<file path="src/rtl/prog3_pkg.sv">
// Shared types and defaults for the program-3 pattern count engine.
// Holds the FSM state enum, pattern width and default memory map.
package prog3_pkg;

  typedef enum logic [2:0] {
    IDLE,
    RD_PAT,
    RD_STR,
    WR_CTB,
    WR_CTO,
    WR_CTS,
    DONE
  } state_t;

  localparam int PAT_W = 5;

  localparam int DEF_PAT_ADDR  = 32;
  localparam int DEF_STR_BASE  = 0;
  localparam int DEF_RES_ADDR  = 67;
  localparam int DEF_STR_BYTES = 32;

endpackage

</file>
<file path="src/rtl/pattern_window_match.sv">
// Counts 5-bit pattern hits inside a byte and across the previous byte.
// Ports: pat, prev (low nibble of prior byte), cur, first -> inbyte_cnt, crossing_cnt.
module pattern_window_match
  import prog3_pkg::*;
(
  input  logic [PAT_W-1:0] pat,
  input  logic [3:0]       prev,
  input  logic [7:0]       cur,
  input  logic             first,
  output logic [2:0]       inbyte_cnt,
  output logic [2:0]       crossing_cnt
);

  // ext[j+4:j] is window j; j=0..3 lie inside cur,
  // j=4..7 straddle the prev/cur boundary.
  logic [11:0] ext;
  logic [7:0]  hit;

  assign ext = {prev, cur};

  always_comb begin
    hit          = '0;
    inbyte_cnt   = '0;
    crossing_cnt = '0;
    for (int j = 0; j < 8; j++) begin
      hit[j] = (ext[j +: 5] == pat);
    end
    for (int j = 0; j < 4; j++) begin
      inbyte_cnt = inbyte_cnt + 3'(hit[j]);
    end
    if (!first) begin
      for (int j = 4; j < 8; j++) begin
        crossing_cnt = crossing_cnt + 3'(hit[j]);
      end
    end
  end

endmodule

</file>
<file path="src/rtl/pattern_count_engine.sv">
// Memory-master engine: reads pattern + message, writes ctb/cto/cts, raises done.
// Ports: clk, reset, start -> mem_addr/mem_wr_en/mem_wr_data, mem_rd_data, busy, done.
module pattern_count_engine
  import prog3_pkg::*;
#(
  parameter int PAT_ADDR  = DEF_PAT_ADDR,
  parameter int STR_BASE  = DEF_STR_BASE,
  parameter int STR_BYTES = DEF_STR_BYTES,
  parameter int RES_ADDR  = DEF_RES_ADDR
) (
  input  logic       clk,
  input  logic       reset,
  input  logic       start,
  output logic [7:0] mem_addr,
  input  logic [7:0] mem_rd_data,
  output logic       mem_wr_en,
  output logic [7:0] mem_wr_data,
  output logic       busy,
  output logic       done
);

  localparam int CW = $clog2(STR_BYTES + 1);

  state_t          state;
  logic [CW-1:0]   cnt;
  logic [PAT_W-1:0] pat;
  logic [3:0]      q;
  logic [7:0]      ctb;
  logic [7:0]      cto;
  logic [7:0]      cts;

  logic [2:0] inb;
  logic [2:0] crs;
  logic [7:0] ctb_nxt;
  logic [7:0] cto_nxt;
  logic [7:0] cts_nxt;

  // In RD_STR, cnt==0 is the pattern cycle; cnt==k consumes byte k-1.
  pattern_window_match u_match (
    .pat          (pat),
    .prev         (q),
    .cur          (mem_rd_data),
    .first        (cnt == CW'(1)),
    .inbyte_cnt   (inb),
    .crossing_cnt (crs)
  );

  assign ctb_nxt = ctb + 8'(inb);
  assign cto_nxt = cto + 8'(inb != 3'd0);
  assign cts_nxt = cts + 8'(inb) + 8'(crs);

  always_ff @(posedge clk) begin
    if (reset) begin
      state       <= IDLE;
      cnt         <= '0;
      pat         <= '0;
      q           <= '0;
      ctb         <= '0;
      cto         <= '0;
      cts         <= '0;
      mem_addr    <= '0;
      mem_wr_en   <= 1'b0;
      mem_wr_data <= '0;
      busy        <= 1'b0;
      done        <= 1'b0;
    end else begin
      unique case (state)
        IDLE, DONE: begin
          if (start) begin
            state    <= RD_PAT;
            mem_addr <= 8'(PAT_ADDR);
            busy     <= 1'b1;
            done     <= 1'b0;
            cnt      <= '0;
            q        <= '0;
            ctb      <= '0;
            cto      <= '0;
            cts      <= '0;
          end
        end
        RD_PAT: begin
          state    <= RD_STR;
          mem_addr <= 8'(STR_BASE);
          cnt      <= '0;
        end
        RD_STR: begin
          cnt <= cnt + CW'(1);
          if (cnt < CW'(STR_BYTES - 1)) begin
            mem_addr <= 8'(STR_BASE) + 8'(cnt) + 8'd1;
          end
          if (cnt == '0) begin
            pat <= mem_rd_data[7:3];
          end else begin
            ctb <= ctb_nxt;
            cto <= cto_nxt;
            cts <= cts_nxt;
            q   <= mem_rd_data[3:0];
          end
          // Last byte: its contribution goes straight to the first write.
          if (cnt == CW'(STR_BYTES)) begin
            state       <= WR_CTB;
            mem_wr_en   <= 1'b1;
            mem_addr    <= 8'(RES_ADDR);
            mem_wr_data <= ctb_nxt;
          end
        end
        WR_CTB: begin
          state       <= WR_CTO;
          mem_addr    <= 8'(RES_ADDR + 1);
          mem_wr_data <= cto;
        end
        WR_CTO: begin
          state       <= WR_CTS;
          mem_addr    <= 8'(RES_ADDR + 2);
          mem_wr_data <= cts;
        end
        WR_CTS: begin
          state     <= DONE;
          mem_wr_en <= 1'b0;
          busy      <= 1'b0;
          done      <= 1'b1;
        end
        default: begin
          state <= IDLE;
        end
      endcase
    end
  end

endmodule

</file>
<file path="config.mk">
export PLATFORM = sky130hd
export DESIGN_NAME = pattern_count_engine
export DESIGN_NICKNAME = d
export VERILOG_FILES = /design/src/rtl/prog3_pkg.sv /design/src/rtl/pattern_window_match.sv /design/src/rtl/pattern_count_engine.sv
export SDC_FILE = /design/constraint.sdc
export NUM_CORES = 1
export LEC_CHECK = 0
export ABC_AREA = 0
export ABC_CLOCK_PERIOD_IN_PS = 5800
export BUFFER_PORTS_ARGS = -buffer_cell sky130_fd_sc_hd__buf_2
export CORE_UTILIZATION = 60
export CTS_CLUSTER_DIAMETER = 40
export DETAILED_ROUTE_END_ITERATION = 7
export PLACE_DENSITY = 0.8
export SLEW_MARGIN = 30
export SYNTH_ARGS = -nofsm -noshare
export SYNTH_HDL_FRONTEND = slang
export SYNTH_HIERARCHICAL = 1
export SYNTH_SLANG_ARGS = --single-unit
</file>
<file path="constraint.sdc">
create_clock -name clk -period 5.8 [get_ports clk]
set_input_delay 1.16 -clock clk [delete_from_list [all_inputs] [get_ports clk]]
set_output_delay 1.16 -clock clk [all_outputs]
set_load 0.01 [all_outputs]
</file>
==> impl_metrics.env <==
export IMPL_post_route_period_util_pct=84.53
export IMPL_hold_viol=0
export IMPL_clock_latency_ns=0.35
export IMPL_final_setup_tns_ns=0
export IMPL_rsz0062_at_grt="false"
export IMPL_initial_core_util_pct=63.12
export IMPL_min_path_type="register to register"
export IMPL_gp_congestion=0.9769
export IMPL_postCtsResizedCells=0
export IMPL_synth_nets=526
export IMPL_peakVddDrop_mv=0.1673
export IMPL_worst_r2r_cell_count=16
export IMPL_synth_seq_cells=60
export IMPL_htree_levels=3
export IMPL_clockRootBuffer="clkbuf_8"
export IMPL_drive_gt1_share_pct=12.47
export IMPL_rows=29
export IMPL_dieWidth_um=84.20
export IMPL_ys_warnings_count=6
export IMPL_synth_seq_area_share_pct=29.63
export IMPL_antenna_found_initial=0
export IMPL_yosysUniqueCellTypes=58
export IMPL_final_max_slew_violation_count=0
export IMPL_ys_flop_type="dfxtp_1"
export IMPL_crit_path_end_kind="register"
export IMPL_finalInstanceArea_um2=4260
export IMPL_cp_arrival_ns=5.12
export IMPL_grt_pass1_vias=3347
export IMPL_ys_async_sr_fraction_pct=0
export IMPL_maxCapViolations=0
export IMPL_fmax_mhz=204.0
export IMPL_io_pin_count=30
export IMPL_via_per_inst=6.239
export IMPL_syn_inst=492
export IMPL_syn_avg_cell_area_um2=8.240
export IMPL_cts_tree="yes"
export IMPL_netlist_area_um2=4054
export IMPL_syn2layout_area_growth_pct=5.093
export IMPL_path_clk_slew_ns=0.07
export IMPL_path_max_fanout=6
export IMPL_grt_pass1_wl_um=16280
export IMPL_cts_buffers=9
export IMPL_n_antenna_cell=0
export IMPL_setup_viol=0
export IMPL_nNetsFinal=528
export IMPL_hold_depth=2
export IMPL_path_class="primary input to register"
export IMPL_dieArea_um2=7089
export IMPL_drtIter0Drc=321
export IMPL_first_pass_iters=4
export IMPL_route_detailed_drc=0
export IMPL_r2r_setup_slack_ns=1.25
export IMPL_cts_sinks=60
export IMPL_rr_startpoint="pat[3]"
export IMPL_hold_buffers=0
export IMPL_clockBufferDepth=2
export IMPL_slew_headroom_pct=37.22
export IMPL_min_period_ns=4.903
export IMPL_grt_max_degree=48
export IMPL_dpl_hpwl_um=6841
export IMPL_grt_usage_pct=29.00
export IMPL_synth_edff_count=0
export IMPL_final_cell_mix="59 x dfxtp_1, 45 x a21oi_1, 45 x nor2_1, 36 x nand3_1, 36 x xnor2_1"
export IMPL_routedWlPerCell_um=16.94
export IMPL_wl_um=9723
export IMPL_drtAntennaViolNets=0
export IMPL_die_h_um=84.20
export IMPL_crit_required_ns=6.01
export IMPL_p_per_area_nw_per_um2=237.3
export IMPL_reg2reg_to="cts[5]"
export IMPL_worst_hold_startpoint="mem_addr[3]"
export IMPL_num_vias=3581
export IMPL_min_delay_worst_endpoint="mem_addr[3]"
export IMPL_mostFrequentLayoutCell="dfxtp_1"
export IMPL_clock_skew_ns=0.009577
export IMPL_grt_overflow_total=0
export IMPL_status="finished, final reports clean"
export IMPL_power_uw=1011
export IMPL_placed_cell_area_um2=4084
export IMPL_numPortBuffers=28
export IMPL_cts_setup_buffers=0
export IMPL_coreArea_um2=6422
export IMPL_worstMarginPinSlew_ns=0.9376
export IMPL_p_leak_uw=0.001702
export IMPL_critPathLaunchType="primary input"
==> cell type report <==
| cell class | count | area [um^2] |
|---|---|---|
| Clock buffer | 12 | 165.2 |
| Timing Repair Buffer | 30 | 155.1 |
| Fill cell | 539 | 2162 |
| Inverter | 15 | 56.30 |
| Clock inverter | 2 | 10.01 |
| Sequential cell | 60 | 1202 |
| Multi-Input combinational cell | 378 | 2575 |
| Tap cell | 77 | 96.34 |
==> how the worst max path moves through the flow <==
stage	endpoint	slack (ns)	from	depth (start not counted)
finish	cts[5]	0.90	mem_rd_data[5]	17
global route	cts[5]	0.73	mem_rd_data[5]	17
CTS	cts[5]	0.92	mem_rd_data[3]	17
detailed placement	cts[5]	0.57	mem_rd_data[3]	17
global placement	cts[7]	0.68	mem_rd_data[3]	17
floorplan	cts[7]	0.91	mem_rd_data[4]	17
==> flip-flops by register name, indices dropped and copies added, names as in the netlist <==
name,flops
done,1
pat,5
mem_addr,7
state,3
q,4
cnt,6
cto,8
ctb,8
mem_wr_en,1
cts,8
busy,1
mem_wr_data,8
==> report_power, final <==
part | leakage (uW) | switching, uW | internal, uW
sequential | 0.000485 | 28.4 | 426
combinational | 0.00112 | 130 | 80.6
clock | 0.0000941 | 162 | 184
total | 0.00170 | 321 | 690
==> logic make-up (layout without fill, tap and decap cells) <==
logic type                 after synthesis  after routing  synth area share (%)
adders and majority gates               23             23                 8.395
buffers and inverters                   54             59                 6.944
other                                    1              1               0.09250
xor gates and xnor gates                57             57                 12.31
and+or+nand+nor                        176            176                 22.90
AOI/OAI and AO/OA                      115            115                 18.21
muxes                                    6              6                 1.512
DFF                                     60             60                 29.63
==> worst max-delay path: stages <==
cell and delay [ns]:
buf_2 0.15, xor2_1 0.17, nor3_1 0.21, nand3_1 0.12, fa_1 0.52, inv_1 0.04, ha_1 0.19, ha_1 0.36
fa_1 0.53, ha_1 0.17, inv_1 0.06, fa_1 0.41, nor2b_1 0.17, nor2_1 0.06, a2111oi_0 0.57, xnor2_1 0.19
nor2_1 0.05
==> metrics by stage <==
stage          setup slack [ns]  instances  hold slack (ns)  utilization (%)
6_report                 0.8970        574           0.4640            66.34
5_1_grt                  0.7272        574           0.4896            66.34
3_3_place_gp             0.6827        560           0.4414            63.53
4_1_cts                  0.9250        574           0.4616            66.32
2_1_floorplan            0.9123        492           0.4362                -
3_5_place_dp             0.5663        560           0.4520            63.59
==> synthesized netlist by cell type, drive strengths merged, types with 16 or more instances <==
master	n	share of area [%]
nand2	30	2.8
dfxtp	60	30
clkbuf	18	1.7
ha	16	4.9
o21ai	16	2.0
xnor2	36	7.8
a21oi	46	5.7
buf	21	3.9
xor2	21	4.5
nor2	45	4.2
nand3	36	4.4
nor3	17	2.8
==> layer usage <==
| metal | vias to the layer above | global-route usage, % | part of all wire [%] |
|---|---|---|---|
| met4 | 0 | 9.875 | 2.0 |
| met3 | 21 | 6.293 | 5.9 |
| met1 | 1708 | 38.94 | 45 |
| met5 | - | 0 | 0 |
| met2 | 120 | 46.42 | 47 |
| li1 | 1732 | - | - |
No activity file was read; power rests on OpenSTA's default activity.
